===== config.mk =====
export PLATFORM = sky130hd
export DESIGN_NAME = receptor_ascii
export DESIGN_NICKNAME = d
export VERILOG_FILES = /design/src/rtl/receptor_ascii_pkg.sv /design/src/rtl/receptor_serial_7E2.sv /design/src/rtl/receptor_ascii.sv
export SDC_FILE = /design/constraint.sdc
export NUM_CORES = 1
export LEC_CHECK = 0
export ABC_AREA = 1
export BUFFER_PORTS_ARGS = -buffer_cell sky130_fd_sc_hd__buf_2
export CAP_MARGIN = 40
export CORE_UTILIZATION = 40
export CTS_BUF_LIST = sky130_fd_sc_hd__clkbuf_8 sky130_fd_sc_hd__clkbuf_16
export DETAILED_ROUTE_END_ITERATION = 7
export PLACE_DENSITY = 0.66
export SETUP_SLACK_MARGIN = 0.5
export SYNTH_ARGS = -nofsm -noshare
export SYNTH_HDL_FRONTEND = slang
export SYNTH_SLANG_ARGS = --single-unit

===== constraint.sdc =====
create_clock -name clock -period 1.8 [get_ports clock]
set_input_delay 0.36 -clock clock [delete_from_list [all_inputs] [get_ports clock]]
set_output_delay 0.36 -clock clock [all_outputs]
set_load 0.05 [all_outputs]

===== src/rtl/receptor_ascii_pkg.sv =====
// Shared types and constants for the 7E2 serial ASCII message receiver.
package receptor_ascii_pkg;

  localparam int DATA_BITS = 7;
  localparam int STOP_BITS = 2;
  localparam logic LINE_IDLE = 1'b1;

  // One encoding for both the message FSM and the character sequencer,
  // so a single debug port can show whichever one is active.
  typedef enum logic [3:0] {
    ESPERA_INICIO = 4'd0,
    PREPARA       = 4'd1,
    OCIOSO        = 4'd2,
    START         = 4'd3,
    DADOS         = 4'd4,
    PARIDADE      = 4'd5,
    STOP1         = 4'd6,
    STOP2         = 4'd7,
    ARMAZENA      = 4'd8,
    FIM           = 4'd9
  } estado_t;

  // Even parity holds when data bits plus parity bit carry an even number of ones.
  function automatic logic paridade_ok(input logic [DATA_BITS-1:0] d, input logic p);
    return ~(^{d, p});
  endfunction

endpackage


===== src/rtl/receptor_serial_7E2.sv =====
// Character sequencer: synchronizes the line, times bits and deframes one
// 7E2 character at a time. Handshake: o_valido is a 1-cycle strobe; o_char,
// o_par_ok and o_stop_ok are held stable from that strobe until the next
// character's data bits start shifting, so the consumer may read them in any
// cycle of that window. Clearing i_habilita aborts any character in progress.
module receptor_serial_7E2
  import receptor_ascii_pkg::*;
#(
  parameter int CLKS_PER_BIT = 434
) (
  input  logic                 clock,
  input  logic                 reset,
  input  logic                 i_habilita,
  input  logic                 i_serial,
  output logic [DATA_BITS-1:0] o_char,
  output logic                 o_par_ok,
  output logic                 o_stop_ok,
  output logic                 o_valido,
  output logic [3:0]           o_estado
);

  localparam int CW = $clog2(CLKS_PER_BIT);
  localparam logic [CW-1:0] C_FIM  = CW'(CLKS_PER_BIT - 1);
  localparam logic [CW-1:0] C_MEIO = CW'(CLKS_PER_BIT / 2 - 1);

  logic                 r_sync1, r_sync2;
  estado_t              r_estado;
  logic [CW-1:0]        r_cnt;
  logic [2:0]           r_nbit;
  logic [DATA_BITS-1:0] r_dados;
  logic                 r_par_ok, r_stop_ok, r_valido;

  logic          w_bit;
  logic          w_fim_bit;
  logic [CW-1:0] w_cnt_prox;

  assign w_bit      = r_sync2;
  assign w_fim_bit  = (r_cnt == C_FIM);
  assign w_cnt_prox = w_fim_bit ? '0 : r_cnt + 1'b1;

  // Two-stage synchronizer for the asynchronous line, parked at idle level.
  always_ff @(posedge clock or negedge reset) begin
    if (!reset) begin
      r_sync1 <= LINE_IDLE;
      r_sync2 <= LINE_IDLE;
    end else begin
      r_sync1 <= i_serial;
      r_sync2 <= r_sync1;
    end
  end

  // Start detection, mid-bit sampling of data/parity/stops, valid strobe.
  always_ff @(posedge clock or negedge reset) begin
    if (!reset) begin
      r_estado  <= OCIOSO;
      r_cnt     <= '0;
      r_nbit    <= '0;
      r_dados   <= '0;
      r_par_ok  <= 1'b1;
      r_stop_ok <= 1'b1;
      r_valido  <= 1'b0;
    end else begin
      r_valido <= 1'b0;
      if (!i_habilita) begin
        r_estado <= OCIOSO;
        r_cnt    <= '0;
      end else begin
        case (r_estado)
          OCIOSO: begin
            r_cnt  <= '0;
            r_nbit <= '0;
            if (w_bit == 1'b0) r_estado <= START;
          end
          START: begin
            if (r_cnt == C_MEIO) begin
              r_cnt    <= '0;
              r_estado <= (w_bit == 1'b0) ? DADOS : OCIOSO;
            end else begin
              r_cnt <= r_cnt + 1'b1;
            end
          end
          DADOS: begin
            r_cnt <= w_cnt_prox;
            if (w_fim_bit) begin
              r_dados <= {w_bit, r_dados[DATA_BITS-1:1]};
              r_nbit  <= r_nbit + 1'b1;
              if (r_nbit == 3'(DATA_BITS - 1)) r_estado <= PARIDADE;
            end
          end
          PARIDADE: begin
            r_cnt <= w_cnt_prox;
            if (w_fim_bit) begin
              r_par_ok <= paridade_ok(r_dados, w_bit);
              r_estado <= STOP1;
            end
          end
          STOP1: begin
            r_cnt <= w_cnt_prox;
            if (w_fim_bit) begin
              r_stop_ok <= w_bit;
              r_estado  <= STOP2;
            end
          end
          STOP2: begin
            r_cnt <= w_cnt_prox;
            if (w_fim_bit) begin
              r_stop_ok <= r_stop_ok & w_bit;
              r_valido  <= 1'b1;
              r_estado  <= OCIOSO;
            end
          end
          default: r_estado <= OCIOSO;
        endcase
      end
    end
  end

  assign o_char    = r_dados;
  assign o_par_ok  = r_par_ok;
  assign o_stop_ok = r_stop_ok;
  assign o_valido  = r_valido;
  assign o_estado  = 4'(r_estado);

endmodule


===== src/rtl/receptor_ascii.sv =====
// Receives an N-character message over the 7E2 line and presents it as a
// parallel buffer, with a completion pulse and sticky error flags.
module receptor_ascii
  import receptor_ascii_pkg::*;
#(
  parameter int N            = 8,
  parameter int CLKS_PER_BIT = 434
) (
  input  logic                     clock,
  input  logic                     reset,
  input  logic                     iniciar,
  input  logic                     dado_serial,
  output logic [7*N-1:0]           dados_ascii,
  output logic                     pronto,
  output logic                     recebendo,
  output logic                     erro_paridade,
  output logic                     erro_frame,
  output logic [$clog2(N+1)-1:0]   indice,
  output logic [3:0]               estado
);

  localparam int IW = $clog2(N + 1);

  estado_t              r_estado;
  logic [7*N-1:0]       r_dados;
  logic                 r_pronto, r_recebendo, r_erro_par, r_erro_frame;
  logic [IW-1:0]        r_indice;

  logic                 w_habilita;
  logic [DATA_BITS-1:0] w_char;
  logic                 w_par_ok, w_stop_ok, w_valido;
  logic [3:0]           w_sub_estado;

  // The sequencer keeps running through ARMAZENA so a back-to-back start
  // bit arriving right after STOP2 is not lost.
  assign w_habilita = (r_estado == OCIOSO) || (r_estado == ARMAZENA);

  receptor_serial_7E2 #(
    .CLKS_PER_BIT(CLKS_PER_BIT)
  ) u_serial (
    .clock     (clock),
    .reset     (reset),
    .i_habilita(w_habilita),
    .i_serial  (dado_serial),
    .o_char    (w_char),
    .o_par_ok  (w_par_ok),
    .o_stop_ok (w_stop_ok),
    .o_valido  (w_valido),
    .o_estado  (w_sub_estado)
  );

  // Message FSM with its datapath: arming, storage, index, flags, done pulse.
  always_ff @(posedge clock or negedge reset) begin
    if (!reset) begin
      r_estado     <= ESPERA_INICIO;
      r_dados      <= '0;
      r_pronto     <= 1'b0;
      r_recebendo  <= 1'b0;
      r_erro_par   <= 1'b0;
      r_erro_frame <= 1'b0;
      r_indice     <= '0;
    end else begin
      r_pronto <= 1'b0;
      if (iniciar) begin
        // Arming always wins; a partial character is dropped by the sequencer.
        r_estado     <= PREPARA;
        r_indice     <= '0;
        r_erro_par   <= 1'b0;
        r_erro_frame <= 1'b0;
        r_recebendo  <= 1'b1;
      end else begin
        case (r_estado)
          ESPERA_INICIO: r_estado <= ESPERA_INICIO;
          PREPARA:       r_estado <= OCIOSO;
          OCIOSO:        if (w_valido) r_estado <= ARMAZENA;
          ARMAZENA: begin
            for (int k = 0; k < N; k++) begin
              if (r_indice == IW'(k)) r_dados[7*k +: 7] <= w_char;
            end
            if (r_indice != IW'(N)) r_indice <= r_indice + 1'b1;
            if (!w_par_ok)  r_erro_par   <= 1'b1;
            if (!w_stop_ok) r_erro_frame <= 1'b1;
            if (r_indice == IW'(N - 1)) begin
              r_estado    <= FIM;
              r_pronto    <= 1'b1;
              r_recebendo <= 1'b0;
            end else begin
              r_estado <= OCIOSO;
            end
          end
          FIM:     r_estado <= ESPERA_INICIO;
          default: r_estado <= ESPERA_INICIO;
        endcase
      end
    end
  end

  assign dados_ascii   = r_dados;
  assign pronto        = r_pronto;
  assign recebendo     = r_recebendo;
  assign erro_paridade = r_erro_par;
  assign erro_frame    = r_erro_frame;
  assign indice        = r_indice;
  assign estado        = (r_estado == OCIOSO) ? w_sub_estado : 4'(r_estado);

endmodule

Yosys cells after proc, flatten, opt, wreduce, memory -nomap -nowiden
Cells that the tools add are included.
{"block": "word_totals", "reg_bits": 96, "in_bits": 4, "out_inout_bits": 68, "elab_cells": 131}
{"block": "classes", "add_sub_neg": 3, "n_eq_ne": 34, "muxes": 42, "n_bitwise": 3, "reduce_logical": 26}
{"cell": "4-bit 2-to-1 mux", "count": 15}
{"cell": "3-bit AND reduction", "count": 11}
{"cell": "4-bit by 3-bit == test with 1-bit output (second input constant)", "count": 8}
{"cell": "9-bit 2-to-1 mux", "count": 3}
{"cell": "9-bit case mux with 3 select lines", "count": 1}
{"cell": "4-bit case mux with 6 select lines", "count": 1}
{"cell": "3-bit != test (second input constant)", "count": 7}
{"cell": "4-bit by 2-bit == test with 1-bit output (second input constant)", "count": 5}
{"cell": "1-bit 2-to-1 mux", "count": 17}
{"cell": "4-bit case mux with 3 select lines", "count": 1}
{"cell": "2-bit nonzero test", "count": 5}
{"cell": "9-bit by 1-bit adder with 9-bit output (second input constant)", "count": 1}
{"cell": "9-bit by 8-bit == test with 1-bit output (second input constant)", "count": 1}
{"cell": "9-bit == test (second input constant)", "count": 1}
{"cell": "4-bit by 1-bit == test with 1-bit output (second input constant)", "count": 2}
{"cell": "4-bit != test (second input constant)", "count": 2}
{"cell": "2-bit AND reduction", "count": 4}
{"cell": "8-bit XOR reduction", "count": 1}
{"cell": "7-bit AND reduction", "count": 1}
{"cell": "3-bit 2-to-1 mux", "count": 2}
{"cell": "2-bit by 1-bit != test with 1-bit output (second input constant)", "count": 3}
{"cell": "3-bit case mux with 2 select lines", "count": 1}
{"cell": "4-bit by 1-bit adder with 4-bit output (second input constant)", "count": 1}
{"cell": "4-bit == test (second input constant)", "count": 1}
{"cell": "other kinds (11)", "count": 13}

Logic depth before layout (Yosys ltp)
{"block": "depth", "word_depth": 5, "mapped_depth": 10}

Cells and area by module
Synthesis repeated with hierarchy kept, for this count alone.
{"block": "unflattened", "cells_unflattened": 534, "hier_area_um2": 4652.0}
{"module": "receptor_ascii", "instances": 1, "cells_per_inst": 337, "area_per_inst_um2": 3022.9}
{"module": "receptor_serial_7E2", "instances": 1, "cells_per_inst": 197, "area_per_inst_um2": 1629.1}

Worst setup path before layout
OpenSTA, ideal clock, no wires.
{"block": "synth_timing", "kind": "register -> output", "from": "reg r_estado[3]", "to": "out estado[0]", "arrival_ps": 1721, "path_slack_ps": -281, "stages_incl_launch_ff": 4, "n_path_buf": 0, "cell_sequence": "dfrtp_1 -> inv_1 -> nand3_2 -> o21ai_0"}
{"block": "synth_between", "elab_chain_len": 2}
{"item": "start, declared", "line_no": "receptor_ascii.sv:24", "source": "estado_t r_estado;"}
{"item": "start signal, assigned", "line_no": "receptor_ascii.sv:55", "source": "r_estado <= ESPERA_INICIO;"}
{"item": "start signal, assigned", "line_no": "receptor_ascii.sv:66", "source": "r_estado <= PREPARA;"}
{"item": "start signal, assigned", "line_no": "receptor_ascii.sv:73", "source": "ESPERA_INICIO: r_estado <= ESPERA_INICIO;"}
{"item": "4-bit by 2-bit == test with 1-bit output", "line_no": "receptor_ascii.sv:104", "source": "assign estado = (r_estado == OCIOSO) ? w_sub_estado : 4'(r_estado);"}
{"item": "4-bit 2-to-1 mux", "line_no": "receptor_ascii.sv:104"}
{"item": "end, declared", "line_no": "receptor_ascii.sv:19", "source": "output logic [3:0] estado"}
Every way passes these cells.

Final worst setup path
Ends and elaborated chain as after synthesis.

==> metrics.cfg <==
[place]
place_congestion=0.826
dpl.hpwl_mm=7.15
io_buffers=71
dp_slack_ns=0.129

[critical_path]
arrival_ns=1.34
cp.required_ns=1.44
start_kind=flip-flop
timing.rr.start=r_estado[3]
crit_start=r_estado[3]
crit_path_max_incr_delay_ns=0.42
slowest_stage=dfrtp_1
crit_chain=inv_2, nand3_4, o21ai_4, buf_6
crit_end=estado[0]
end_kind=primary output
r2r_slack_ns=0.18
critical_path_buf_inv_count=2
path_max_fanout=4
cpLargestDelayFamily=flip-flops
reg2reg_depth=8
critical_path_class=reg -> out
crit_cells=4
r2r-end=u_serial.r_cnt[5]

[sta]
setup-tns-final_ns=0
slew_viol_final=0
tightest_slew_ns=0.573
post-route-min-period_ns=1.70
finalSetupViolCount=0
final_hold_viol_count=0
fin_worst_skew_ns=0.0169
max_freq_mhz=588
slew_headroom=0.618
rsz0062_at_grt=yes
period_share=0.944
fin_ws_ns=0.101

[logic_synthesis]
yosys.area.top_type=dfrtp_1
avgSynthCellArea_um2=9.34
synth_commonest_cells=dfrtp_1, nand2_1, nor2_1
syn_inst=474
yosysWarningCount=0
yosysMostFrequentCell=dfrtp_1
async_reset_ff_frac=1.00
ys_ff_latch=94
synth_area_mm2=0.00443
synth_edf_count=0
yosysSeqAreaShare=0.533
synth_top_area_frac=0.503
synth_area_leaders=dfrtp_1, nand2_1, a21oi_1
synth.distinct_cells=37
syn-num-nets=487
synthFlopType=dfrtp_1

[power_and_ir_drop]
power-per-cell-area_mw_per_mm2=729
finalPower_mw=5.18
peakVddDrop_mv=0.628
leakage_nw=3.39

[clock_network]
clock_latency_ns=0.38
cts-root-buf=clkbuf_8
clock_path_buffers=2
cts_sinks=94
cts_tree=built
numCtsBuffers=9
htree_num_levels=3
clk_pin_slew_ns=0.09

[status]
status=completed

[global_route]
gr-usage-all-layers=0.225
grt_pass1_vias=3891
grt_pass1_wl_mm=19.5
grt_max_degree=44
antenna_found_initial=0
grt_overflow=0

[layout]
diodes=0
drive_above_1_share=0.530
fin_nets=652
area_delta_synth_final_pct=60.5

[drt]
vias=4139
drt_wl_total_mm=13.8
via_per_inst=5.28
route.detailed.drc=0
drtIter0Drc=313
ant_nets=0
drt_first_pass_iters=4
wl_per_cell_um=17.6

[floorplanning]
start_util=0.410
die_h_um=107
dieArea_mm2=0.0115
dieWidth_um=107
row_count=38
coreArea_mm2=0.0108
io_pins=72

[job]
max_cap_viol_count=0

[min_path]
hold_class=in -> reg
holdCritStartpoint=dado_serial

[flip-flops by register name, indices dropped and copies added, names as in the netlist]
name                count
dados_ascii            56
erro_frame              1
erro_paridade           1
indice                  4
pronto                  1
r_estado                3
recebendo               1
u_serial.o_char         7
u_serial.o_estado       3
u_serial.o_par_ok       1
u_serial.o_stop_ok      1
u_serial.o_valido       1
u_serial.r_cnt          9
u_serial.r_nbit         3
u_serial.r_sync1        1
u_serial.r_sync2        1
[through the flow]
step | hold slack (ns) | cells | area [µm²] | util
floorplan | 0.0644 | 474 | 4710 | -
global placement | 0.249 | 674 | 5140 | 0.476
detailed placement | 0.251 | 674 | 5140 | 0.476
CTS | 0.0743 | 738 | 6340 | 0.587
global route | 0.0631 | 784 | 7100 | 0.658
finish | 0.0878 | 784 | 7100 | 0.658
[metal layers]
layer	vias to the layer above	share of wire	routed length [µm]	global-route usage
met5	-	0	0	0
met4	0	0.029	400	0.0900
met3	37	0.053	732	0.0505
met2	148	0.54	7460	0.393
met1	2060	0.38	5230	0.267
li1	1894	-	-	-
[worst register-to-register path, stage by stage, from the launching register on]
cell        delay (ns)
dfrtp_1           0.42
inv_2             0.09
nand3_4           0.12
buf_4             0.19
nand2_8           0.10
clkinvlp_4        0.19
a21oi_4           0.22
nand2_4           0.10
a21oi_1           0.13
[layout by cell type, fill, tap and decap left out, drive strengths merged]
cell / n
nand2: 95
a211oi: 1
nor3b: 1
clkinv: 8
o21ai: 32
clkinvlp: 3
nor3: 7
inv: 34
xor2: 7
a31oi: 1
clkbuf: 10
dlygate4sd3: 1
bufinv: 1
nor4: 1
nand4: 10
nor2: 83
xnor2: 5
buf: 156
nand3: 30
a21oi: 55
dfrtp: 89
dfstp: 5
ha: 9
[kinds of logic (layout without fill, tap and decap cells)]
kind of cell / after synthesis / count (layout) / share of synthesized area
buffers and inverters: 55 / 213 / 0.0664
XOR/XNOR: 12 / 12 / 0.0237
AO/OA/AOI/OAI: 89 / 89 / 0.107
AND/OR/NAND/NOR: 215 / 227 / 0.245
adder cells (fa/ha/maj): 9 / 9 / 0.0254
flip-flops: 94 / 94 / 0.533
[repair_timing]
| item | CTS | global route |
|---|---|---|
| gates resized for setup | 168 | 111 |
| pin swaps | 23 | 49 |
| buffers inserted | 37 | 44 |
| setup endpoints to repair | 155 | 160 |
| cloned | 10 | 2 |
| endpoints found under the hold margin | 12 | 0 |
| hold buffers | 1 | 0 |
[how the worst min path moves through the flow]
| stage | to | cells past startpoint |
|---|---|---|
| floorplan | dados_ascii[0] | 0 |
| detailed placement | r_estado[1] | 1 |
| global placement | r_estado[1] | 1 |
| CTS | u_serial.r_sync1 | 1 |
| global route | u_serial.r_sync1 | 1 |
| finish | u_serial.r_sync1 | 1 |
[area by class of cell]
class                           instances  area, µm²
Fill cell                             745       3690
Multi-Input combinational cell        337       2580
Sequential cell                        94       2370
Timing Repair Buffer                  157       1580
Inverter                               40        190
Tap cell                              140        175
Clock buffer                           10        138
Clock inverter                          6       70.1
[report_power, final]
group          internal [mW]  switching, mW  leakage [nW]
Sequential              2.23          0.110          1.26
Combinational          0.519          0.809          2.01
Clock                  0.693          0.814         0.106
Total                   3.44           1.73          3.39
(Power assumes the default switching activity.)
